===== src/rtl/multicycle_control.sv =====
// Multi-cycle MIPS control FSM: steps each instruction through
// fetch/decode/execute/memory/writeback and drives ALU control and
// datapath enables. Outputs are Moore from state, except the EXECUTE
// ALU code (from funct) and the BRANCH PC write (from Zero).
module multicycle_control #(
  parameter bit TRAP_ON_ILLEGAL = 1'b0
) (
  input  logic       clk,
  input  logic       reset,
  input  logic [5:0] opcode,
  input  logic [5:0] funct,
  input  logic       Zero,
  output logic [2:0] ALUOp,
  output logic       PCWrite,
  output logic       IorD,
  output logic       MemWrite,
  output logic       IRWrite,
  output logic       RegDst,
  output logic       MemtoReg,
  output logic       RegWrite,
  output logic       ALUSrcA,
  output logic [1:0] ALUSrcB,
  output logic [1:0] PCSrc,
  output logic       illegal_op,
  output logic [3:0] state_dbg
);

  localparam logic [3:0] S_FETCH    = 4'd0;
  localparam logic [3:0] S_DECODE   = 4'd1;
  localparam logic [3:0] S_MEMADR   = 4'd2;
  localparam logic [3:0] S_MEMREAD  = 4'd3;
  localparam logic [3:0] S_MEMWB    = 4'd4;
  localparam logic [3:0] S_MEMWRITE = 4'd5;
  localparam logic [3:0] S_EXECUTE  = 4'd6;
  localparam logic [3:0] S_ALUWB    = 4'd7;
  localparam logic [3:0] S_BRANCH   = 4'd8;
  localparam logic [3:0] S_ADDIEX   = 4'd9;
  localparam logic [3:0] S_ADDIWB   = 4'd10;
  localparam logic [3:0] S_JUMP     = 4'd11;
  localparam logic [3:0] S_HALT     = 4'd12;

  localparam logic [2:0] ALU_AND = 3'b000;
  localparam logic [2:0] ALU_OR  = 3'b001;
  localparam logic [2:0] ALU_ADD = 3'b010;
  localparam logic [2:0] ALU_SUB = 3'b110;
  localparam logic [2:0] ALU_SLT = 3'b111;

  localparam logic [3:0] S_ILLEGAL_NEXT = TRAP_ON_ILLEGAL ? S_HALT : S_FETCH;

  logic [3:0] r_state;
  logic [3:0] w_next;
  logic       w_pcwrite;
  logic       w_memwrite;
  logic       w_irwrite;
  logic       w_regwrite;
  logic       w_illegal;

  // State register; synchronous reset returns to FETCH.
  always_ff @(posedge clk) begin
    if (reset) r_state <= S_FETCH;
    else       r_state <= w_next;
  end

  // Next-state and output decode.
  always_comb begin
    w_next     = S_FETCH;
    ALUOp      = ALU_ADD;
    w_pcwrite  = 1'b0;
    IorD       = 1'b0;
    w_memwrite = 1'b0;
    w_irwrite  = 1'b0;
    RegDst     = 1'b0;
    MemtoReg   = 1'b0;
    w_regwrite = 1'b0;
    ALUSrcA    = 1'b0;
    ALUSrcB    = 2'b00;
    PCSrc      = 2'b00;
    w_illegal  = 1'b0;
    case (r_state)
      S_FETCH: begin
        ALUSrcB   = 2'b01;
        w_irwrite = 1'b1;
        w_pcwrite = 1'b1;
        w_next    = S_DECODE;
      end
      S_DECODE: begin
        ALUSrcB = 2'b11;
        case (opcode)
          6'b100011, 6'b101011: w_next = S_MEMADR;
          6'b000000:            w_next = S_EXECUTE;
          6'b000100:            w_next = S_BRANCH;
          6'b001000:            w_next = S_ADDIEX;
          6'b000010:            w_next = S_JUMP;
          default: begin
            w_illegal = 1'b1;
            w_next    = S_ILLEGAL_NEXT;
          end
        endcase
      end
      S_MEMADR: begin
        ALUSrcA = 1'b1;
        ALUSrcB = 2'b10;
        w_next  = (opcode == 6'b100011) ? S_MEMREAD : S_MEMWRITE;
      end
      S_MEMREAD: begin
        IorD   = 1'b1;
        w_next = S_MEMWB;
      end
      S_MEMWB: begin
        MemtoReg   = 1'b1;
        w_regwrite = 1'b1;
      end
      S_MEMWRITE: begin
        IorD       = 1'b1;
        w_memwrite = 1'b1;
      end
      S_EXECUTE: begin
        ALUSrcA = 1'b1;
        w_next  = S_ALUWB;
        case (funct)
          6'b100000: ALUOp = ALU_ADD;
          6'b100010: ALUOp = ALU_SUB;
          6'b100100: ALUOp = ALU_AND;
          6'b100101: ALUOp = ALU_OR;
          6'b101010: ALUOp = ALU_SLT;
          default: begin
            w_illegal = 1'b1;
            w_next    = S_ILLEGAL_NEXT;
          end
        endcase
      end
      S_ALUWB: begin
        RegDst     = 1'b1;
        w_regwrite = 1'b1;
      end
      S_BRANCH: begin
        ALUSrcA   = 1'b1;
        ALUOp     = ALU_SUB;
        PCSrc     = 2'b01;
        w_pcwrite = Zero;
      end
      S_ADDIEX: begin
        ALUSrcA = 1'b1;
        ALUSrcB = 2'b10;
        w_next  = S_ADDIWB;
      end
      S_ADDIWB: begin
        w_regwrite = 1'b1;
      end
      S_JUMP: begin
        PCSrc     = 2'b10;
        w_pcwrite = 1'b1;
      end
      S_HALT: begin
        w_next = S_HALT;
      end
      default: begin
        w_next = S_FETCH;
      end
    endcase
  end

  // Write enables and the illegal pulse are suppressed while reset is held.
  always_comb begin
    PCWrite    = w_pcwrite  & ~reset;
    MemWrite   = w_memwrite & ~reset;
    IRWrite    = w_irwrite  & ~reset;
    RegWrite   = w_regwrite & ~reset;
    illegal_op = w_illegal  & ~reset;
    state_dbg  = r_state;
  end

endmodule

===== config.mk =====
export PLATFORM = sky130hd
export DESIGN_NAME = multicycle_control
export DESIGN_NICKNAME = d
export VERILOG_FILES = /design/src/rtl/multicycle_control.sv
export SDC_FILE = /design/constraint.sdc
export NUM_CORES = 1
export LEC_CHECK = 0
export BUFFER_PORTS_ARGS = -buffer_cell sky130_fd_sc_hd__clkbuf_2
export CORE_AREA = 2 2 39 41
export CTS_BUF_LIST = sky130_fd_sc_hd__clkbuf_8
export DETAILED_ROUTE_END_ITERATION = 8
export DIE_AREA = 0 0 41 43
export PLACE_DENSITY_LB_ADDON = 0.15
export SLEW_MARGIN = 5
export SYNTH_ARGS = -nofsm -noshare
export SYNTH_HDL_FRONTEND = slang
export SYNTH_SLANG_ARGS = --single-unit

===== constraint.sdc =====
create_clock -name clk -period 1.8 [get_ports clk]
set_clock_uncertainty 0.2 [all_clocks]
set_input_delay 0.45 -clock clk [delete_from_list [all_inputs] [get_ports clk]]
set_output_delay 0.45 -clock clk [all_outputs]
set_load 0.01 [all_outputs]

== Word-level counts from Yosys, hierarchy flattened ==
Index checks and enable logic that the tools add are counted.
Word-level totals
  bits of input ports: 15
  bits in registers: 4
  output and inout port bits: 20
Cells by class
  equal/unequal tests: 22
  bitwise logic cells: 6
  muxes and demuxes: 19
  reductions and logical operators: 10
Operators with widths (count)
  6-bit equality test (second input constant): 7
  4-bit case mux with 7 select lines: 1
  4-bit equality test (second input constant): 5
  4-bit case mux with 5 select lines: 1
  4-bit by 3-bit equality test with 1-bit output (second input constant): 4
  3-bit case mux with 4 select lines: 1
  1-bit two-way mux: 9
  4-bit by 2-bit equality test with 1-bit output (second input constant): 2
  2-bit OR reduction: 4
  6-bit by 2-bit equality test with 1-bit output (second input constant): 1
  6-bit by 3-bit equality test with 1-bit output (second input constant): 1
  6-bit by 4-bit equality test with 1-bit output (second input constant): 1
  6-bit logical NOT: 1
  3-bit two-way mux: 2
  2-bit case mux with 3 select lines: 1
  3-bit case mux with 2 select lines: 1
  6-bit OR reduction: 1
  1-bit bitwise AND: 5
  5-bit OR reduction: 1
  4-bit by 1-bit equality test with 1-bit output (second input constant): 1
  4-bit logical NOT: 1
  1-bit case mux with 2 select lines: 2
  2-bit case mux with 2 select lines: 1
  4-bit OR reduction: 1
  2 further kinds: 2

== Depth between registers and ports, before layout ==
Gate-level depths: netlist (run 1).
  depth after elaboration: 5
  mapped depth: 5
  gate-level depth less buffers: 4

== Worst setup path after synthesis (run 1) ==
Ideal clock, no wire load.
  path type: reg-to-output
  from: register r_state[1] (netlist: state_dbg[1])
  to: output port PCWrite
  stages on the path, launching flop included: 6
  arrival time: 1328 ps
  path slack: -178 ps
  required time: 1150 ps
  cell sequence: dfxtp_1 > clkbuf_1 > nand2_1 > nor2_1 > a21oi_1 > o21bai_1
Between the ends
  word-level cells in the longest chain between the ends: 4
  elaborated cells on any way between the ends: 6
  those cells by class: eq/ne: 2; mux: 1; bitwise: 1; reduce/logical: 2
Ends and longest elaborated chain
  start: declaration: line 50  | logic [3:0] r_state;
  start signal: assignment: line 61  | else r_state <= w_next;
  4-bit equality test / 4-bit logical NOT (equally long branches): line 79  | case (r_state)
  2-bit OR reduction (no source line)
  1-bit case mux with 2 select lines *: line 79
  1-bit bitwise AND *: line 165  | PCWrite = w_pcwrite & ~reset;
  end: declaration: line 14  | output logic PCWrite,
Every way passes the cells marked *; elsewhere a longest branch is shown, timed or not.

== Final worst setup path (run 1) ==
  from: input port opcode[1]
  to: output port illegal_op
Between the ends
  word-level cells in the longest chain between the ends: 5
  elaborated cells on any way between the ends: 10
  those cells by class: eq/ne: 5; mux: 2; bitwise: 1; reduce/logical: 2
Ends and longest elaborated chain
  start: declaration: line 10  | input logic [5:0] opcode,
  6-bit equality test, or another cell as far along: line 88  | case (opcode)
  6-bit OR reduction (no source line) *
  1-bit two-way mux *: line 88
  1-bit case mux with 2 select lines *: line 79
  1-bit bitwise AND *: line 169  | illegal_op = w_illegal & ~reset;
  end: declaration: line 24  | output logic illegal_op,
Marked as above.

==> impl_metrics.tcl, run 1 <==
set metrics [dict create \
    grt.overflow.total 0 \
    dp_hpwl_um 1490 \
    worstMarginPinSlew_ns 0.382 \
    mostFrequentLayoutCells "buf_4 (23), clkbuf_2 (19), buf_2 (12)" \
    dieWidth_um 41 \
    syn-instance-count 84 \
    stdcell_count 165 \
    gp_congestion 0.829 \
    max_stage_delay_ns 0.22 \
    drive_above_1_share 0.631 \
    hold_path.class "reg2reg" \
    io_pins 35 \
    p_leak_uw 0.000561 \
    final_nets 166 \
    yosysTopAreaCellShare 0.144 \
    largest_register_ffs 4 \
    final_common_cell "buf_4" \
    slew_viol_final 0 \
    dpl.cell_count 151 \
    path_max_fanout 5 \
    diodes 0 \
    hold_viol 0 \
    yosysTopAreaCell "dfxtp_1" \
    drtIter0Drc 21 \
    viasPerCell 5.93 \
    wirelength_um 2570 \
    setup_violations 12 \
    antenna_found_initial 0 \
    start_kind "primary input" \
    cts_root_buf "clkbuf_8" \
    area.growth.synth_to_final_pct 118 \
    final_cell_area_mm2 0.00121 \
    worstPathRequired_ns 1.15 \
    p_total_uw 461 \
    clkSinkCount 4 \
    h-tree-depth 1 \
    core_area_mm2 0.00138 \
    clock.fmax_mhz 502 \
    min_period_ns 1.99 \
    grt_setup_unrepaired "yes" \
    clkTransAtPathRegs_ns 0.03 \
    syn_nets 99 \
    finalSetupTns_ns -1.26 \
    max_cap_violations 0 \
    avgSynthCellArea_um2 6.61 \
    drtAntennaViolNets 0 \
    grt_pass1_wl_um 3260 \
    drt_pre_antenna_iters 4 \
    yosys-top-cells-area "dfxtp_1 (14%), nor3_1 (7.2%), nor2_1 (6.8%)" \
    setup_slack_ns -0.191 \
    grt_pass1_vias 808 \
    grt_max_degree 17 \
    syn_area_um2 556 \
    cts_buffers 3 \
    wl_per_cell_um 15.6 \
    ys_seq_elements 4 \
    worstPathCellList "buf_8, xor2_2, o211ai_1, nand4_1, o21ai_2, buf_2" \
    vias 979 \
    ys_seq_area_frac 0.144 \
    crit_arrival_ns 1.34 \
    insertion_delay_ns 0.22 \
    worstSetupPathType "in2out" \
    ys_warn_count 0 \
    drc 0 \
    dpl_cell_area_um2 895 \
    outcome "finished with violations" \
    cts_buffer_depth 2 \
    violations "negative setup slack" \
    cts_tree "yes" \
    period_share 1.11 \
    powerDensity_mw_per_mm2 380 \
    synth.distinct_cells 34 \
    rows 14 \
    relSlewSlack 0.743 \
    io_buffer_count 34 \
    cp_slowest_cell "o211ai_1" \
    cp-end-kind "output port" \
    vdd_ir_drop_max_uv 558 \
    start_util 0.401 \
    die_h_um 43 \
    cts_hold_buf 0 \
    die_area_mm2 0.00176 \
    track_usage 0.265 \
]
## final timing paths
| kind | to | depth (start not counted) | slack [ns] | startpoint |
|---|---|---|---|---|
| max reg2reg | state_dbg[1] | 5 | 0.12 | state_dbg[3] |
| min reg2reg | state_dbg[2] | 2 | 0.41 | state_dbg[1] |
| max | illegal_op | 6 | -0.19 | opcode[1] |
| min | state_dbg[2] | 2 | 0.41 | state_dbg[1] |
## routing by layer
metal | GRT usage | routed length, um | part of all wire | up-vias
met5 | 0 | 0 | 0 | -
met1 | 0.300 | 954 | 0.37 | 459
met3 | 0.0838 | 178 | 0.069 | 10
met4 | 0.0333 | 58 | 0.023 | 0
li1 | - | - | - | 449
met2 | 0.469 | 1380 | 0.54 | 61
## report_power, final
| part | internal [uW] | switching [uW] | total (uW) |
|---|---|---|---|
| Sequential | 89.8 | 11.0 | 101 |
| Clock | 143 | 50.0 | 193 |
| Combinational | 90.1 | 77.3 | 167 |
## repair_timing
action	4_1_cts	5_1_grt
setup endpoints to repair	14	14
pin swaps	12	15
buffers inserted	6	5
hold endpoints to repair	0	0
resized for setup	24	39
## per-stage QoR
step | hold WS [ns] | util | setup WS, ns
6_report | 0.410 | 0.876 | -0.191
5_1_grt | 0.422 | 0.876 | -0.228
4_1_cts | 0.387 | 0.781 | -0.155
3_5_place_dp | 0.394 | 0.646 | -0.153
3_3_place_gp | 0.394 | 0.646 | -0.133
2_1_floorplan | 0.433 | - | -0.0142
## synth_stat cells
library cell,n
o22ai_1,1
nor3b_1,3
nand4_1,2
or3b_1,1
a21oi_2,1
a21oi_1,4
o21ai_0,5
nor4_1,2
mux2i_1,2
inv_1,1
nand3_1,3
buf_2,1
and4_1,1
nor3b_2,1
a31o_1,1
and3_1,2
a22oi_1,1
nor2b_1,2
or3_1,1
clkbuf_1,3
o211ai_1,3
dfxtp_1,4
nand3b_1,2
nand2_1,5
xor2_1,1
nand2b_1,5
nor2_1,10
o21bai_1,2
a41oi_1,1
nor3_1,8
and2_1,1
a41o_1,1
xnor2_1,1
a31oi_1,2
## worst max-delay path, delay by kind of cell
| family | cells | cell delay [ns] |
|---|---|---|
| AO/OA/AOI/OAI | 2 | 0.30 |
| XOR/XNOR | 1 | 0.17 |
| buffers and inverters | 2 | 0.24 |
| AND/OR/NAND/NOR | 1 | 0.17 |
## layout make-up
class                   count  area [um2]
clock buffers               3        41.3
fillers                    68         171
inverters                   1        3.75
multi-input cells          75         581
flip-flops and latches      4        92.6
well taps                  16        20.0
repair buffers             66         474
## logic make-up (layout without fill, tap and decap cells)
logic type	Yosys count	in the layout	synth area share
muxes	2	2	0.0360
buffers and inverters	5	70	0.0360
DFF	4	4	0.144
xor gates and xnor gates	2	2	0.0315
and+or+nand+nor	49	49	0.491
AOI/OAI and AO/OA	22	22	0.261
Power figures use the tool's default switching activity.
==> run 2, diff against run 1 <==
--- a/config.mk
+++ b/config.mk
@@ -5,12 +5,11 @@
 export SDC_FILE = /design/constraint.sdc
 export NUM_CORES = 1
 export LEC_CHECK = 0
-export BUFFER_PORTS_ARGS = -buffer_cell sky130_fd_sc_hd__clkbuf_2
 export CORE_AREA = 2 2 39 41
 export CTS_BUF_LIST = sky130_fd_sc_hd__clkbuf_8
 export DETAILED_ROUTE_END_ITERATION = 8
 export DIE_AREA = 0 0 41 43
-export PLACE_DENSITY_LB_ADDON = 0.15
+export DONT_BUFFER_PORTS = 1
 export SLEW_MARGIN = 5
 export SYNTH_ARGS = -nofsm -noshare
 export SYNTH_HDL_FRONTEND = slang
==> run 2 against run 1 <==
Compared with the run above: the flow still finishes with violations (negative setup slack); non-clock buffer count is 39 lower; final area is 22% lower; maximum frequency is 3.1% higher; core utilization is 19 points lower; clock-buffer cell count stayed put; worst setup slack better by 0.060 ns; combinational power is 48% lower; cell count is 24% lower; critical path depth is 2 lower; flip-flop and latch count stayed put; die area stayed put; critical path type is now reg2out; highest routed layer is now met3.
==> impl_metrics.tcl, run 2 (synthesized netlist as in run 1, its figures left out) <==
set metrics [dict create \
    outcome "finished with violations" \
    violations "negative setup slack" \
    core_area_mm2 0.00138 \
    crit_arrival_ns 1.28 \
    grt_pass1_wl_um 2530 \
    final_nets 127 \
    final_common_cell "buf_4" \
    clock.fmax_mhz 518 \
    track_usage 0.199 \
    largest_register_ffs 4 \
    die_area_mm2 0.00176 \
    wirelength_um 1810 \
    p_leak_uw 0.000365 \
    worstMarginPinSlew_ns 0.386 \
    finalHoldWorstSlack_ns 0.258 \
    routed.top_layer "met3" \
    setup_violations 9 \
    antenna_found_initial 0 \
    cts_buffer_depth 2 \
    met1Wirelength_um 728 \
    worstSetupPathType "reg2out" \
    start_util 0.401 \
    cp-end-kind "output port" \
    dieWidth_um 41 \
    drc 0 \
    drtIter0Drc 19 \
    cts_hold_buf 0 \
    start_kind "register" \
    powerDensity_mw_per_mm2 394 \
    area.growth.synth_to_final_pct 70.9 \
    mostFrequentLayoutCells "buf_4 (20), nor2_1 (7), buf_6 (6)" \
    io_pins 35 \
    min_period_ns 1.93 \
    vias 736 \
    cts_root_buf "clkbuf_8" \
    grt_pass1_vias 628 \
    viasPerCell 5.84 \
    insertion_delay_ns 0.21 \
    cts_buffers 3 \
    grt_setup_unrepaired "yes" \
    drt_pre_antenna_iters 4 \
    dp_hpwl_um 1220 \
    dpl_cell_area_um2 717 \
    worstPathRequired_ns 1.15 \
    wl_met2_um 951 \
    dr_wl_met3_um 133 \
    multiInputGateArea_um2 557 \
    io_buffer_count 0 \
    setup_slack_ns -0.131 \
    period_share 1.07 \
    finalSetupTns_ns -0.745 \
    seq_area_um2 95.1 \
    hold_path.class "in2reg" \
    diodes 0 \
    clkSinkCount 4 \
    drtAntennaViolNets 0 \
    path_max_fanout 6 \
    slew_viol_final 0 \
    num-fill-cells 106 \
    vdd_ir_drop_max_uv 442 \
    grt_max_degree 15 \
    rows 14 \
    gp_congestion 0.832 \
    grt.overflow.total 0 \
    hold_viol 0 \
    max_cap_violations 0 \
    relSlewSlack 0.740 \
    die_h_um 43 \
    h-tree-depth 1 \
    wl_per_cell_um 14.4 \
    drive_above_1_share 0.482 \
    final_cell_area_um2 950 \
    cts_tree "yes" \
    clkTransAtPathRegs_ns 0.03 \
]
-- run 2: final timing paths --
kind                 from           end  slack, ns  depth (start not counted)
min reg2reg  state_dbg[1]  state_dbg[2]       0.40                          2
max          state_dbg[3]       ALUSrcA      -0.13                          4
min                 reset  state_dbg[1]       0.26                          3
max reg2reg  state_dbg[3]  state_dbg[1]       0.05                          6
-- run 2: power by group --
part	total (uW)	switching (uW)	leakage (uW)	internal (uW)
registers	104	15.4	0.0000355	88.4
logic	86.9	40.6	0.000308	46.3
clock network	184	41.6	0.0000216	142
-- run 2: final cells by class --
type                            count  area share
Sequential cell                     4       0.100
Multi-Input combinational cell     75       0.586
Tap cell                           16      0.0211
Clock buffer                        3      0.0435
Timing Repair Buffer               27       0.245
Inverter                            1     0.00395
-- run 2: metrics by stage --
step / instances / util / power (uW) / setup WS, ns
floorplan: 84 / - / 153 / -0.0142
global placement: 116 / 0.518 / 176 / 0.0238
detailed placement: 116 / 0.518 / 176 / 0.00682
CTS: 121 / 0.618 / 365 / -0.149
global route: 126 / 0.686 / 400 / -0.206
finish: 126 / 0.686 / 374 / -0.131
-- run 2: layer usage --
layer	up-vias	global-route usage
met5	-	0
met4	0	0.0200
met3	0	0.0419
met2	34	0.331
met1	329	0.260
li1	373	-
-- run 2: timing repair --
action,CTS,global route
resized for setup,23,13
gates cloned,0,0
pin swaps,8,8
setup endpoints to repair,13,15
buffers inserted,2,5
-- run 2: critical path: stages, from the launching register on --
cell     delay, ns
dfxtp_4       0.35
buf_6         0.13
or3b_4        0.40
o21ai_2       0.08
buf_6         0.12
==> run 3, diff against run 2 <==
--- a/config.mk
+++ b/config.mk
@@ -10,6 +10,8 @@
 export DETAILED_ROUTE_END_ITERATION = 8
 export DIE_AREA = 0 0 41 43
 export DONT_BUFFER_PORTS = 1
+export REMOVE_ABC_BUFFERS = 1
+export SETUP_SLACK_MARGIN = 0.5
 export SLEW_MARGIN = 5
 export SYNTH_ARGS = -nofsm -noshare
 export SYNTH_HDL_FRONTEND = slang
==> run 3 against run 2 <==
Compared with the run above: the flow still finishes with violations (negative setup slack); sequential power decreased by 9%; combinational power increased by 23%; sequential share of layout area unchanged; clock-buffer cell count unchanged; wire length increased by 2.3%; via count increased by 3.0%; critical path depth decreased by 1; die area unchanged; critical endpoint unchanged; cell count decreased by 2.4%; largest cell class unchanged; total power increased by 4.9%; maximum frequency increased by 0.19%; highest routed layer is now met4; non-clock buffer count decreased by 3.
==> impl_metrics.tcl, run 3 (synthesized netlist as in run 1, its figures left out) <==
set metrics [dict create \
    dp_hpwl_um 1310 \
    gp_congestion 0.830 \
    mostFrequentLayoutCells "buf_4 (17), nor2_1 (6), buf_6 (6)" \
    io_buffer_count 0 \
    start_kind "register" \
    fin_util 0.686 \
    grt_max_degree 11 \
    min_period_ns 1.93 \
    start_util 0.401 \
    final_common_cell "buf_4" \
    wl_per_cell_um 15.1 \
    cts_buffers 3 \
    largest_register_ffs 4 \
    rows 14 \
    finalSetupTns_ns -0.786 \
    powerDensity_mw_per_mm2 414 \
    crit_arrival_ns 1.28 \
    vdd_ir_drop_max_uv 271 \
    antenna_found_initial 0 \
    wirelength_um 1850 \
    use_met3 0.0524 \
    clkSinkCount 4 \
    core_area_mm2 0.00138 \
    drc 0 \
    cp-end-kind "output port" \
    max_cap_violations 0 \
    die_h_um 43 \
    area.growth.synth_to_final_pct 70.9 \
    num-fill-cells 111 \
    worstPathRequired_ns 1.15 \
    drtIter0Drc 23 \
    outcome "finished with violations" \
    dieWidth_um 41 \
    cts_root_buf "clkbuf_8" \
    grtUsageMet1 0.265 \
    grt_use_met2 0.375 \
    cts_tree "yes" \
    slew_viol_final 0 \
    track_usage 0.222 \
    drive_above_1_share 0.486 \
    p_leak_uw 0.000352 \
    drtAntennaViolNets 0 \
    path_max_fanout 4 \
    vias 758 \
    diodes 0 \
    io_pins 35 \
    final_nets 124 \
    grt-busiest-layer "met2" \
    die_area_mm2 0.00176 \
    grt_pass1_vias 649 \
    drt_pre_antenna_iters 4 \
    p_total_uw 393 \
    grt_setup_unrepaired "yes" \
    period_share 1.07 \
    relSlewSlack 0.695 \
    violations "negative setup slack" \
    grt.overflow.total 0 \
    setup_violations 11 \
    hold_viol 0 \
    setup_slack_ns -0.128 \
    insertion_delay_ns 0.22 \
    clock.fmax_mhz 519 \
    viasPerCell 6.16 \
    worstMarginPinSlew_ns 0.453 \
    worstSetupPathType "reg2out" \
    grt_pass1_wl_um 2710 \
    hold_path.class "in2reg" \
    clkTransAtPathRegs_ns 0.03 \
    cts_buffer_depth 2 \
    h-tree-depth 1 \
]
==> run 3: cell count changes in the layout (fill, tap and decap cells not counted), sizes merged <==
cell	change
buf	-4
clkbuf	+1
==> run 3: path summary, 6_finish.rpt <==
kind	startpoint	endpoint	slack [ns]	depth (start not counted)
hold / removal	reset	state_dbg[3]	0.24	3
hold reg to reg	state_dbg[2]	state_dbg[3]	0.48	3
setup reg to reg	state_dbg[3]	state_dbg[1]	0.12	5
setup / recovery	state_dbg[3]	ALUSrcA	-0.13	3
==> run 3: worst max-delay path: stages, from the launching register on <==
cell	delay, ns
dfxtp_4	0.35
buf_6	0.12
or3b_4	0.42
o21ai_1	0.17
==> run 3: what timing repair did <==
item                                    in CTS  in global routing
pin swaps                                   13                 11
hold buffers                                 0                  0
gates resized for setup                     31                 13
buffers inserted                             2                  0
endpoints found under the setup margin      23                 23
==> run 3: per-layer routing <==
layer	up-vias	share of wire
li1	370	-
met1	350	0.39
met2	34	0.53
met3	4	0.062
met4	0	0.017
met5	-	0
==> run 3: layout make-up <==
| class | count | area, um2 | share of cell area |
|---|---|---|---|
| Multi-Input combinational cell | 75 | 587 | 0.618 |
| Clock buffer | 3 | 41.3 | 0.0435 |
| Inverter | 1 | 3.75 | 0.00395 |
| Sequential cell | 4 | 95.1 | 0.100 |
| Timing Repair Buffer | 24 | 203 | 0.213 |
| Tap cell | 16 | 20.0 | 0.0211 |
==> run 3: power breakdown <==
group          total (uW)  internal [uW]  switching [uW]
Sequential           95.0           88.4            6.68
Combinational         107           57.2            49.9
Clock                 191            143            48.1
==> run 3: metrics by stage <==
stage	setup WS [ns]	std cells	hold slack, ns	instance area, um2
2_1_floorplan	-0.270	80	0.434	539
3_3_place_gp	-0.00745	118	0.469	724
3_5_place_dp	-0.0138	118	0.472	724
4_1_cts	-0.140	123	0.237	893
6_report	-0.128	123	0.242	950
5_1_grt	-0.157	123	0.257	950
